--- config.mk ---
export PLATFORM = sky130hd
export DESIGN_NAME = mips_div_unit
export DESIGN_NICKNAME = d
export VERILOG_FILES = /design/src/rtl/mips_pkg.sv /design/src/rtl/div_sub_step.sv /design/src/rtl/mips_div_unit.sv
export SDC_FILE = /design/constraint.sdc
export NUM_CORES = 1
export LEC_CHECK = 0
export CAP_MARGIN = 0
export CELL_PAD_IN_SITES_DETAIL_PLACEMENT = 0
export CELL_PAD_IN_SITES_GLOBAL_PLACEMENT = 1
export CORE_UTILIZATION = 28
export DETAILED_ROUTE_END_ITERATION = 10
export PLACE_DENSITY_LB_ADDON = 0.08
export SYNTH_ARGS = -nofsm -noshare
export SYNTH_HDL_FRONTEND = slang
export SYNTH_SLANG_ARGS = --single-unit
export TNS_END_PERCENT = 20
--- constraint.sdc ---
create_clock -name clk -period 7 [get_ports clk]
set_input_delay 1.4 -clock clk [delete_from_list [all_inputs] [get_ports clk]]
set_output_delay 1.4 -clock clk [all_outputs]
set_load 0.02 [all_outputs]
--- src/rtl/mips_pkg.sv ---
// Shared constants and state encoding for the MIPS divide unit.
package mips_pkg;

  localparam int unsigned DIV_WIDTH = 32;

  typedef enum logic [1:0] {
    IDLE = 2'd0,
    CALC = 2'd1,
    FIX  = 2'd2,
    DONE = 2'd3
  } div_state_t;

endpackage

--- src/rtl/div_sub_step.sv ---
// One radix-2 restoring division step: shift {rem,quo} left, trial-subtract, select.
module div_sub_step
  import mips_pkg::*;
#(
  parameter int unsigned WIDTH = DIV_WIDTH
) (
  input  logic [WIDTH-1:0] rem_i,
  input  logic [WIDTH-1:0] quo_i,
  input  logic [WIDTH-1:0] dvs_i,
  output logic [WIDTH-1:0] rem_o,
  output logic [WIDTH-1:0] quo_o
);

  logic [WIDTH:0] rem_sh;
  logic [WIDTH:0] diff;
  logic           ge;

  // The shifted remainder is below 2*divisor, so bit WIDTH of the difference is a clean borrow.
  always_comb begin
    rem_sh = {rem_i, quo_i[WIDTH-1]};
    diff   = rem_sh - {1'b0, dvs_i};
    ge     = ~diff[WIDTH];
    rem_o  = ge ? diff[WIDTH-1:0] : rem_sh[WIDTH-1:0];
    quo_o  = {quo_i[WIDTH-2:0], ge};
  end

endmodule

--- src/rtl/mips_div_unit.sv ---
// Iterative restoring divider for DIV/DIVU; quotient feeds LO, remainder feeds HI.
module mips_div_unit
  import mips_pkg::*;
#(
  parameter int unsigned WIDTH = DIV_WIDTH
) (
  input  logic             clk,
  input  logic             rst,
  input  logic             start,
  input  logic             is_signed,
  input  logic             cancel,
  input  logic [WIDTH-1:0] dividend,
  input  logic [WIDTH-1:0] divisor,
  output logic             busy,
  output logic             done,
  output logic [WIDTH-1:0] quotient,
  output logic [WIDTH-1:0] remainder,
  output logic             div_by_zero
);

  localparam int unsigned CNT_W = $clog2(WIDTH);

  div_state_t       state_q, state_d;
  logic [CNT_W-1:0] count_q, count_d;
  logic [WIDTH-1:0] rem_q, rem_d;
  logic [WIDTH-1:0] quo_q, quo_d;
  logic [WIDTH-1:0] dvs_q, dvs_d;
  logic [WIDTH-1:0] dvd_q, dvd_d;
  logic             q_neg_q, q_neg_d;
  logic             r_neg_q, r_neg_d;
  logic             dbz_q, dbz_d;
  logic             busy_q, busy_d;
  logic             done_q, done_d;
  logic [WIDTH-1:0] quotient_q, quotient_d;
  logic [WIDTH-1:0] remainder_q, remainder_d;
  logic             div_by_zero_q, div_by_zero_d;

  logic [WIDTH-1:0] dvd_abs_c;
  logic [WIDTH-1:0] dvs_abs_c;
  logic [WIDTH-1:0] step_rem_c;
  logic [WIDTH-1:0] step_quo_c;

  div_sub_step #(.WIDTH(WIDTH)) u_step (
    .rem_i (rem_q),
    .quo_i (quo_q),
    .dvs_i (dvs_q),
    .rem_o (step_rem_c),
    .quo_o (step_quo_c)
  );

  // Operand magnitudes; the most negative value maps onto itself, which is correct as unsigned.
  always_comb begin
    dvd_abs_c = (is_signed && dividend[WIDTH-1]) ? -dividend : dividend;
    dvs_abs_c = (is_signed && divisor[WIDTH-1])  ? -divisor  : divisor;
  end

  // Next-state, datapath and output logic; cancel outranks start everywhere.
  always_comb begin
    state_d       = state_q;
    count_d       = count_q;
    rem_d         = rem_q;
    quo_d         = quo_q;
    dvs_d         = dvs_q;
    dvd_d         = dvd_q;
    q_neg_d       = q_neg_q;
    r_neg_d       = r_neg_q;
    dbz_d         = dbz_q;
    quotient_d    = quotient_q;
    remainder_d   = remainder_q;
    div_by_zero_d = div_by_zero_q;

    case (state_q)
      IDLE, DONE: begin
        state_d = IDLE;
        if (start && !cancel) begin
          state_d = CALC;
          count_d = '0;
          rem_d   = '0;
          quo_d   = dvd_abs_c;
          dvs_d   = dvs_abs_c;
          dvd_d   = dividend;
          q_neg_d = is_signed & (dividend[WIDTH-1] ^ divisor[WIDTH-1]);
          r_neg_d = is_signed & dividend[WIDTH-1];
          dbz_d   = (divisor == '0);
        end
      end
      CALC: begin
        if (cancel) begin
          state_d = IDLE;
        end else begin
          rem_d   = step_rem_c;
          quo_d   = step_quo_c;
          count_d = CNT_W'(count_q + 1'b1);
          if (count_q == CNT_W'(WIDTH - 1)) begin
            state_d = FIX;
          end
        end
      end
      FIX: begin
        if (cancel) begin
          state_d = IDLE;
        end else begin
          state_d       = DONE;
          div_by_zero_d = dbz_q;
          if (dbz_q) begin
            quotient_d  = '1;
            remainder_d = dvd_q;
          end else begin
            quotient_d  = q_neg_q ? -quo_q : quo_q;
            remainder_d = r_neg_q ? -rem_q : rem_q;
          end
        end
      end
      default: state_d = IDLE;
    endcase

    busy_d = (state_d == CALC) || (state_d == FIX);
    done_d = (state_d == DONE);
  end

  // State and result registers.
  always_ff @(posedge clk or posedge rst) begin
    if (rst) begin
      state_q       <= IDLE;
      count_q       <= '0;
      rem_q         <= '0;
      quo_q         <= '0;
      dvs_q         <= '0;
      dvd_q         <= '0;
      q_neg_q       <= 1'b0;
      r_neg_q       <= 1'b0;
      dbz_q         <= 1'b0;
      busy_q        <= 1'b0;
      done_q        <= 1'b0;
      quotient_q    <= '0;
      remainder_q   <= '0;
      div_by_zero_q <= 1'b0;
    end else begin
      state_q       <= state_d;
      count_q       <= count_d;
      rem_q         <= rem_d;
      quo_q         <= quo_d;
      dvs_q         <= dvs_d;
      dvd_q         <= dvd_d;
      q_neg_q       <= q_neg_d;
      r_neg_q       <= r_neg_d;
      dbz_q         <= dbz_d;
      busy_q        <= busy_d;
      done_q        <= done_d;
      quotient_q    <= quotient_d;
      remainder_q   <= remainder_d;
      div_by_zero_q <= div_by_zero_d;
    end
  end

  assign busy        = busy_q;
  assign done        = done_q;
  assign quotient    = quotient_q;
  assign remainder   = remainder_q;
  assign div_by_zero = div_by_zero_q;

endmodule

==> key figures, run 1 <==
Run
  • Max_cap viols: 0

STA
  • Hold Vio Cnt, Final: 0
  • Worst Clk Skew: ~13 ps
  • Crit share post-route: roughly 56%
  • Fmax: ~260 MHz
  • RSZ-0062 raised after global routing: no
  • Setup tns final: 0 ps
  • Worst slew pin tran: 1080 ps
  • Setup violators final: 0
  • Final Max Slew Viols: 0
  • Tmin final: around 3900 ps
  • Slew HR: roughly 28%

GRT
  • Grt ovf: 0
  • Largest net degree at the start of global routing: roughly 130
  • First-pass GRT wire length: 63400 um
  • Initial antenna violation count: 0
  • Vias in the first global route: about 11000
  • Gr usage total: ~17%

Worst setup path
  • Slowest Stage Delay on Critical Path: 580 ps
  • CP Launch Type: input pin
  • Crit end category: flop
  • CP max stage cell: or4_1
  • CP required: ~7400 ps
  • Crit path cell chain: clkdlybuf4s50_1 > or4_1 > nor3_1 > nand2_1 > nor2_1 > nand3b_1 > or4_1 > o21ai_0 > xor2_1 > o22ai_1
  • Most used cell, CP: or4_1
  • Crit Path Class: input pin to flop
  • Arrival @ worst endpoint: about 4300 ps
  • Crit-path max FO: 5

Floorplanning
  • Initial Util: between 20% and 30%
  • Row cnt: 77
  • Die height: roughly 220 um
  • Core Area: 0.0446 sq mm
  • Ports: around 140
  • Die Width: between 200 and 250 um
  • DIE AREA: between 0.04 and 0.05 sq mm

Route
  • WL met2: around 19000 um
  • Routed length per instance: ~18 um
  • DR pass1 iterations: 5
  • Total vias in the final route: roughly 11000
  • DRC errors left: 0
  • Final wirelength: ~40000 um
  • Avg Vias per Cell: between 4 and 5
  • Number of routed nets with antenna violations: 0
  • Metal3 WL: 1270 um
  • Metal1 wirelength: between 15000 and 20000 um
  • Highest Signal Layer: met4
  • Initial detailed-routing violation count: about 600

Finish
  • Final Core Density: 34.8%
  • Area growth, synth to finish: 21.4%
  • Final net count: between 1500 and 2000
  • Register area: 0.00513 sq mm
  • Area of the multi-input gates: ~0.0072 sq mm
  • Number of fill cells: roughly 4800
  • Layout cell share with drive strength beyond 1: ~6.6%
  • N_diodes: 0

Logic synthesis
  • Top post-synthesis cells by count: dfrtp_1, nand2_1, a21oi_1
  • Post-synth EDFFs: 0
  • Netlist Area Pre-Place: ~0.013 sq mm
  • Syn_area_per_cell: 8.52 sq um
  • Sequential area share after synthesis: 40.1%
  • Yosys top cell area share: around two fifths
  • Top cells by area, synth: dfrtp_1, a21oi_1, xor2_1
  • Asr flop ratio synth: between 90% and 100%
  • Post-Syn Nets: 1611
  • Most numerous cell in the Yosys netlist: dfrtp_1
  • Yosys warns: 0
  • Synth cell types: 68
  • Commonest register cell after synthesis: dfrtp_1
  • Synth area leader: dfrtp_1
  • Cells after Synth: 1500
  • FF+latch count, synth: 205

Power and ir drop
  • Power Density: about 240 mW/mm^2
  • Sw frac: approximately 33%
  • Peak VDD IR: around 0.19 mV
  • Combinational power share: a little over a quarter
  • Sw Pwr: approximately 1300 uW
  • Clock power share: between 30% and 40%
  • Pleak: between 0.006 and 0.007 uW
  • Flop pwr share: roughly 39%
  • Int Power: about 2500 uW

Clock tree
  • Post-CTS sizing: 0
  • # Post-CTS Setup Buffers: 0
  • CTS H-Tree Depth: 1
  • Longest Clk Path Bufs: 3
  • CTS Hold Bufs: 0
  • CTS tree: built
  • Worst-Skew Late Latency: 540 ps
  • Clock Root Buffer: clkbuf_16
  • CTS buffer count: 27
  • Worst-path clk slew: about 60 ps
  • CTS Sinks: between 200 and 250

Placed design
  • Detailed placement HPWL: around 30000 um
  • Gpl congestion: between 0.8 and 0.9
  • I/O Buffers: 135

Outcome
  • Status: complete, no violations

Worst hold path
  • Worst hold path type: flop to flop
[path summary, 6_finish.rpt]
kind / start / end / slack [ps] / depth (start not counted)
max: dividend[9] / quo_q[29] / 3090 / 10
min: dvs_q[26] / dvs_q[26] / 470 / 2
min reg2reg: dvs_q[26] / dvs_q[26] / 470 / 2
max reg2reg: rem_q[0] / rem_q[28] / 3130 / 13
min in group asynchronous: rst / quotient[27] / 1450 / 2
max in group asynchronous: rst / rem_q[20] / 4230 / 3
[routing by layer]
layer / vias up / track usage, %
li1: 5493 / -
met1: 5150 / 23.5
met2: 170 / 28.2
met3: 49 / 2.13
met4: 0 / 5.18
met5: - / 0
[final cells by class]
cell class	count	share of cell area [%]
multi-input cells	1158	46.1
flip-flops and latches	205	33.1
repair buffers	149	9.38
clock buffers	46	5.26
well taps	592	4.77
inverters	52	1.31
clock inverters	2	0.0887
[critical path, delay by kind of cell]
kind	cells	cell delay (ps)
simple gates	6	1900
buf+inv	1	510
compound gates	2	300
xor+xnor	1	170
[flip-flops by register name (all words and copies together), names as in the netlist, 2 cells and up]
signal and count:
dvs_q 32, remainder 32, count_q 5, quotient 32, state_q 2, quo_q 32
rem_q 32, dvd_q 32
[metrics by stage]
| step | area (sq um) | instances | worst slack (ps) | hold WS [ps] | power, uW |
|---|---|---|---|---|---|
| 2_1_floorplan | 12800 | 1500 | 4.23 | 445 | 2170 |
| 3_3_place_gp | 14700 | 2156 | 2580 | 459 | 2520 |
| 3_5_place_dp | 14700 | 2156 | 2580 | 467 | 2520 |
| 4_1_cts | 15500 | 2204 | 3040 | 480 | 3880 |
| 5_1_grt | 15500 | 2204 | 2860 | 489 | 4050 |
| 6_report | 15500 | 2204 | 3090 | 473 | 3800 |
[cells in the final DEF, fill, tap and decap left out, drive strengths merged, types with 11 or more instances in the layout]
| cell type | n |
|---|---|
| nand3 | 21 |
| o211ai | 16 |
| nand2 | 186 |
| or3 | 15 |
| xnor2 | 57 |
| nor3 | 24 |
| nand4 | 18 |
| nor4 | 13 |
| mux2 | 27 |
| inv | 52 |
| dfrtp | 205 |
| clkbuf | 46 |
| o41ai | 11 |
| buf | 14 |
| xor2 | 88 |
| clkdlybuf4s50 | 135 |
| nor2 | 153 |
| o31ai | 23 |
| a21o | 16 |
| ha | 41 |
| a21oi | 157 |
| o21ai | 126 |
| nand2b | 13 |
| o22ai | 27 |
| a221o | 16 |
| mux2i | 11 |
[power by group through the flow]
stage                     clock [uW]  combinational (uW)  sequential, uW
after floorplan                    0                 708            1460
after global placement             0                1020            1500
after detailed placement           0                1020            1500
after CTS                       1370                1020            1480
after global routing            1410                1130            1510
final                           1310                1000            1480
[logic make-up (layout without fill, tap and decap cells)]
| group | count (synthesis) | in the layout | share of synthesized area (%) |
|---|---|---|---|
| XOR/XNOR | 145 | 145 | 9.93 |
| multiplexers | 38 | 38 | 3.24 |
| buffers and inverters | 137 | 249 | 4.04 |
| flip-flops | 205 | 205 | 40.1 |
| adder cells (fa/ha/maj) | 42 | 42 | 4.17 |
| AO/OA/AOI/OAI | 433 | 433 | 20.4 |
| AND/OR/NAND/NOR | 500 | 500 | 18.1 |
Power figures use the tool's default switching activity.
==> run 2: changes to the inputs <==
==> constraint.sdc (replaced) <==
create_clock -name clk -period 3.9 [get_ports clk]
set_input_delay 0.78 -clock clk [delete_from_list [all_inputs] [get_ports clk]]
set_output_delay 0.78 -clock clk [all_outputs]
set_load 0.02 [all_outputs]
==> run 2 against run 1 <==
Utilization is 0.86 points higher. First-iteration DRC count fell by 6.0%. Final cell count grew 1.4%. Clock-buffer cell count shrank 1. Largest cell class unchanged.
==> key figures, run 2 (synthesis results as in run 1) <==
Floorplanning
  • Row cnt: 77 (unchanged)
  • Die height: 216 um (unchanged)
  • Die Width: 216 um (unchanged)
  • Initial Util: 28.7% (unchanged)
  • Core Area: 0.0446 sq mm (unchanged)
  • DIE AREA: 0.0465 sq mm (unchanged)
  • Ports: 136 (unchanged)

Worst setup path
  • Worst R2R Path Depth: 13 (unchanged)
  • CP max stage cell: dfrtp_1 (was or4_1)
  • Reg2Reg Setup Slack: 470 ps (was 3130 ps)
  • Worst r2r src: quo_q[31] (was rem_q[0])
  • Most used cell, CP: nand3_1 (was or4_1)
  • Slowest Stage Delay on Critical Path: 400 ps (was 580 ps)
  • CP required: 4350 ps (was 7370 ps)
  • Worst r2r dst: rem_q[5] (was rem_q[28])
  • CP Launch Type: flop (was input pin)
  • Arrival @ worst endpoint: 3890 ps (was 4280 ps)
  • Crit-path max FO: 30 (was 5)
  • Crit end category: flop (unchanged)
  • Crit Path Class: flop to flop (was input pin to flop)
  • Crit path cell chain: inv_1 > ha_1 > fa_1 > nand2b_1 > a21o_1 > a31o_2 > a21oi_1 > o211ai_1 > nand3_1 > nand3_1 > and2_1 > buf_12 > a221o_1 (was clkdlybuf4s50_1 > or4_1 > nor3_1 > nand2_1 > nor2_1 > nand3b_1 > or4_1 > o21ai_0 > xor2_1 > o22ai_1)

Finish
  • Most frequent cells in the layout: dfrtp_1, nand2_1, a21oi_1 (unchanged)
  • Layout cell share with drive strength beyond 1: 8.46% (was 6.58%)
  • N_diodes: 0 (unchanged)
  • Area growth, synth to finish: 24.4% (was 21.4%)
  • Final net count: 1735 (was 1704)
  • Finished Cell Area: 0.0159 sq mm (was 0.0155 sq mm)
  • Final Core Density: 35.7% (was 34.8%)
  • Most common cell after layout, fill and taps aside: dfrtp_1 (unchanged)

Clock tree
  • Post-CTS sizing: 0 (unchanged)
  • CTS H-Tree Depth: 1 (unchanged)
  • Longest Clk Path Bufs: 3 (unchanged)
  • # Post-CTS Setup Buffers: 0 (unchanged)
  • CTS Sinks: 205 (unchanged)
  • Worst-Skew Late Latency: 570 ps (was 540 ps)
  • CTS buffer count: 27 (unchanged)
  • Clock Root Buffer: clkbuf_16 (unchanged)
  • CTS Hold Bufs: 0 (unchanged)
  • CTS tree: built (unchanged)
  • Worst-path clk slew: 60 ps (about the same)

Placed design
  • Gpl congestion: 0.826 (was 0.806)
  • Post-DP Area: 0.0150 sq mm (was 0.0147 sq mm)
  • Detailed placement HPWL: 30600 um (was 29300 um)
  • I/O Buffers: 135 (unchanged)

STA
  • Worst slew pin tran: 941 ps (was 1080 ps)
  • Setup tns final: 0 ps (unchanged)
  • Hold_ws: 475 ps (was 473 ps)
  • RSZ-0062 raised after global routing: no (unchanged)
  • Fmax: 291 MHz
  • Tmin final: roughly 3400 ps
  • Crit share post-route: 88.0%
  • Setup violators final: 0 (unchanged)
  • Slew HR: 37.3% (was 28.0%)
  • Final Max Slew Viols: 0 (unchanged)
  • Hold Vio Cnt, Final: 0 (unchanged)
  • Worst Clk Skew: 14.9 ps (was 12.7 ps)

Route
  • Routed length per instance: 17.9 um (was 18.0 um)
  • Initial detailed-routing violation count: 563 (was 599)
  • DR pass1 iterations: 5 (unchanged)
  • Total vias in the final route: 10902 (was 10862)
  • Final wirelength: 40000 um (was 39800 um)
  • Avg Vias per Cell: 4.88 (was 4.93)
  • Number of routed nets with antenna violations: 0 (unchanged)
  • DRC errors left: 0 (unchanged)

Worst hold path
  • Hold Path End: count_q[4] (was dvs_q[26])
  • HP Start: count_q[4] (was dvs_q[26])
  • Hold Path Stages: 2 (unchanged)
  • Worst hold path type: flop to flop (unchanged)

Outcome
  • Status: complete, no violations (unchanged)

GRT
  • Initial antenna violation count: 0 (unchanged)
  • Grt ovf: 0 (unchanged)
  • Gr usage total: 17.3% (was 17.2%)
  • First-pass GRT wire length: 64100 um (was 63400 um)
  • Vias in the first global route: 10904 (was 10733)
  • Largest net degree at the start of global routing: 85 (was 127)

Power and ir drop
  • Pleak: 0.00676 uW (was 0.00654 uW)
  • Sw Pwr: 2310 uW (was 1270 uW)
  • Flop pwr share: 37.8% (was 39.0%)
  • Combinational power share: 26.7% (was 26.5%)
  • Peak VDD IR: 0.269 mV (was 0.194 mV)
  • Clock power share: 35.5% (was 34.6%)
  • Sw frac: 33.1% (was 33.3%)
  • Int Power: 4680 uW (was 2530 uW)
  • Power Density: 440 mW/mm^2 (was 245 mW/mm^2)

Run
  • Max_cap viols: 0 (unchanged)
-- run 2: changes by cell type in the layout (fill, tap and decap cells not counted), sizes merged --
cell	previous run	this run
bufinv	0	1
clkinvlp	0	2
buf	14	45
clkinv	2	0
clkbuf	46	45
-- run 2: worst max-delay path by stage --
stage | startpoint | slack, ps | cells past startpoint | end
2_1_floorplan | rst | 460 | 1 | busy
3_3_place_gp | divisor[8] | 190 | 10 | dvs_q[29]
3_5_place_dp | divisor[6] | 170 | 10 | dvs_q[29]
4_1_cts | quo_q[31] | 390 | 13 | rem_q[5]
5_1_grt | quo_q[31] | 250 | 13 | rem_q[10]
6_report | quo_q[31] | 470 | 13 | rem_q[5]
-- run 2: power by group through the flow --
stage	clock, uW	sequential [uW]	combinational [uW]
floorplan	0	2620	1270
global placement	0	2670	1890
detailed placement	0	2680	1890
CTS	2560	2640	1900
global route	2640	2680	2100
finish	2480	2640	1870
-- run 2: critical path: cells and delay by family (launching register included) --
family	cells	cell delay, ps
and+or+nand+nor	4	790
buffers and inverters	2	270
adders and majority gates	2	630
AOI/OAI and AO/OA	5	1220
DFF	1	400
-- run 2: area by class of cell --
type	instances	area, sq um
Clock inverter	3	57.6
Inverter	52	199
Tap cell	592	741
Timing Repair Buffer	180	1800
Fill cell	4719	28700
Clock buffer	45	823
Multi-Input combinational cell	1158	7150
Sequential cell	205	5130
-- run 2: stage by stage --
step                total power (uW)  cells  worst slack, ps
finish                          6990   2235              468
global route                    7420   2235              248
CTS                             7100   2235              390
detailed placement              4560   2187              174
global placement                4560   2187              193
floorplan                       3890   1500              462
-- run 2: routing by layer --
metal  up-vias  wire length (um)  global-route usage (%)
li1       5540                 -                       -
met1      5151             19200                    23.8
met2       159             18600                    28.5
met3        52              1030                    2.10
met4         0              1140                    4.96
met5         -                 0                       0
==> run 3: changes to the inputs <==
--- a/config.mk
+++ b/config.mk
@@ -5,7 +5,6 @@
 export SDC_FILE = /design/constraint.sdc
 export NUM_CORES = 1
 export LEC_CHECK = 0
-export CAP_MARGIN = 0
 export CELL_PAD_IN_SITES_DETAIL_PLACEMENT = 0
 export CELL_PAD_IN_SITES_GLOBAL_PLACEMENT = 1
 export CORE_UTILIZATION = 28
==> results of run 3 <==
The final DEF is identical to that of run 2; final timing and power are the same.
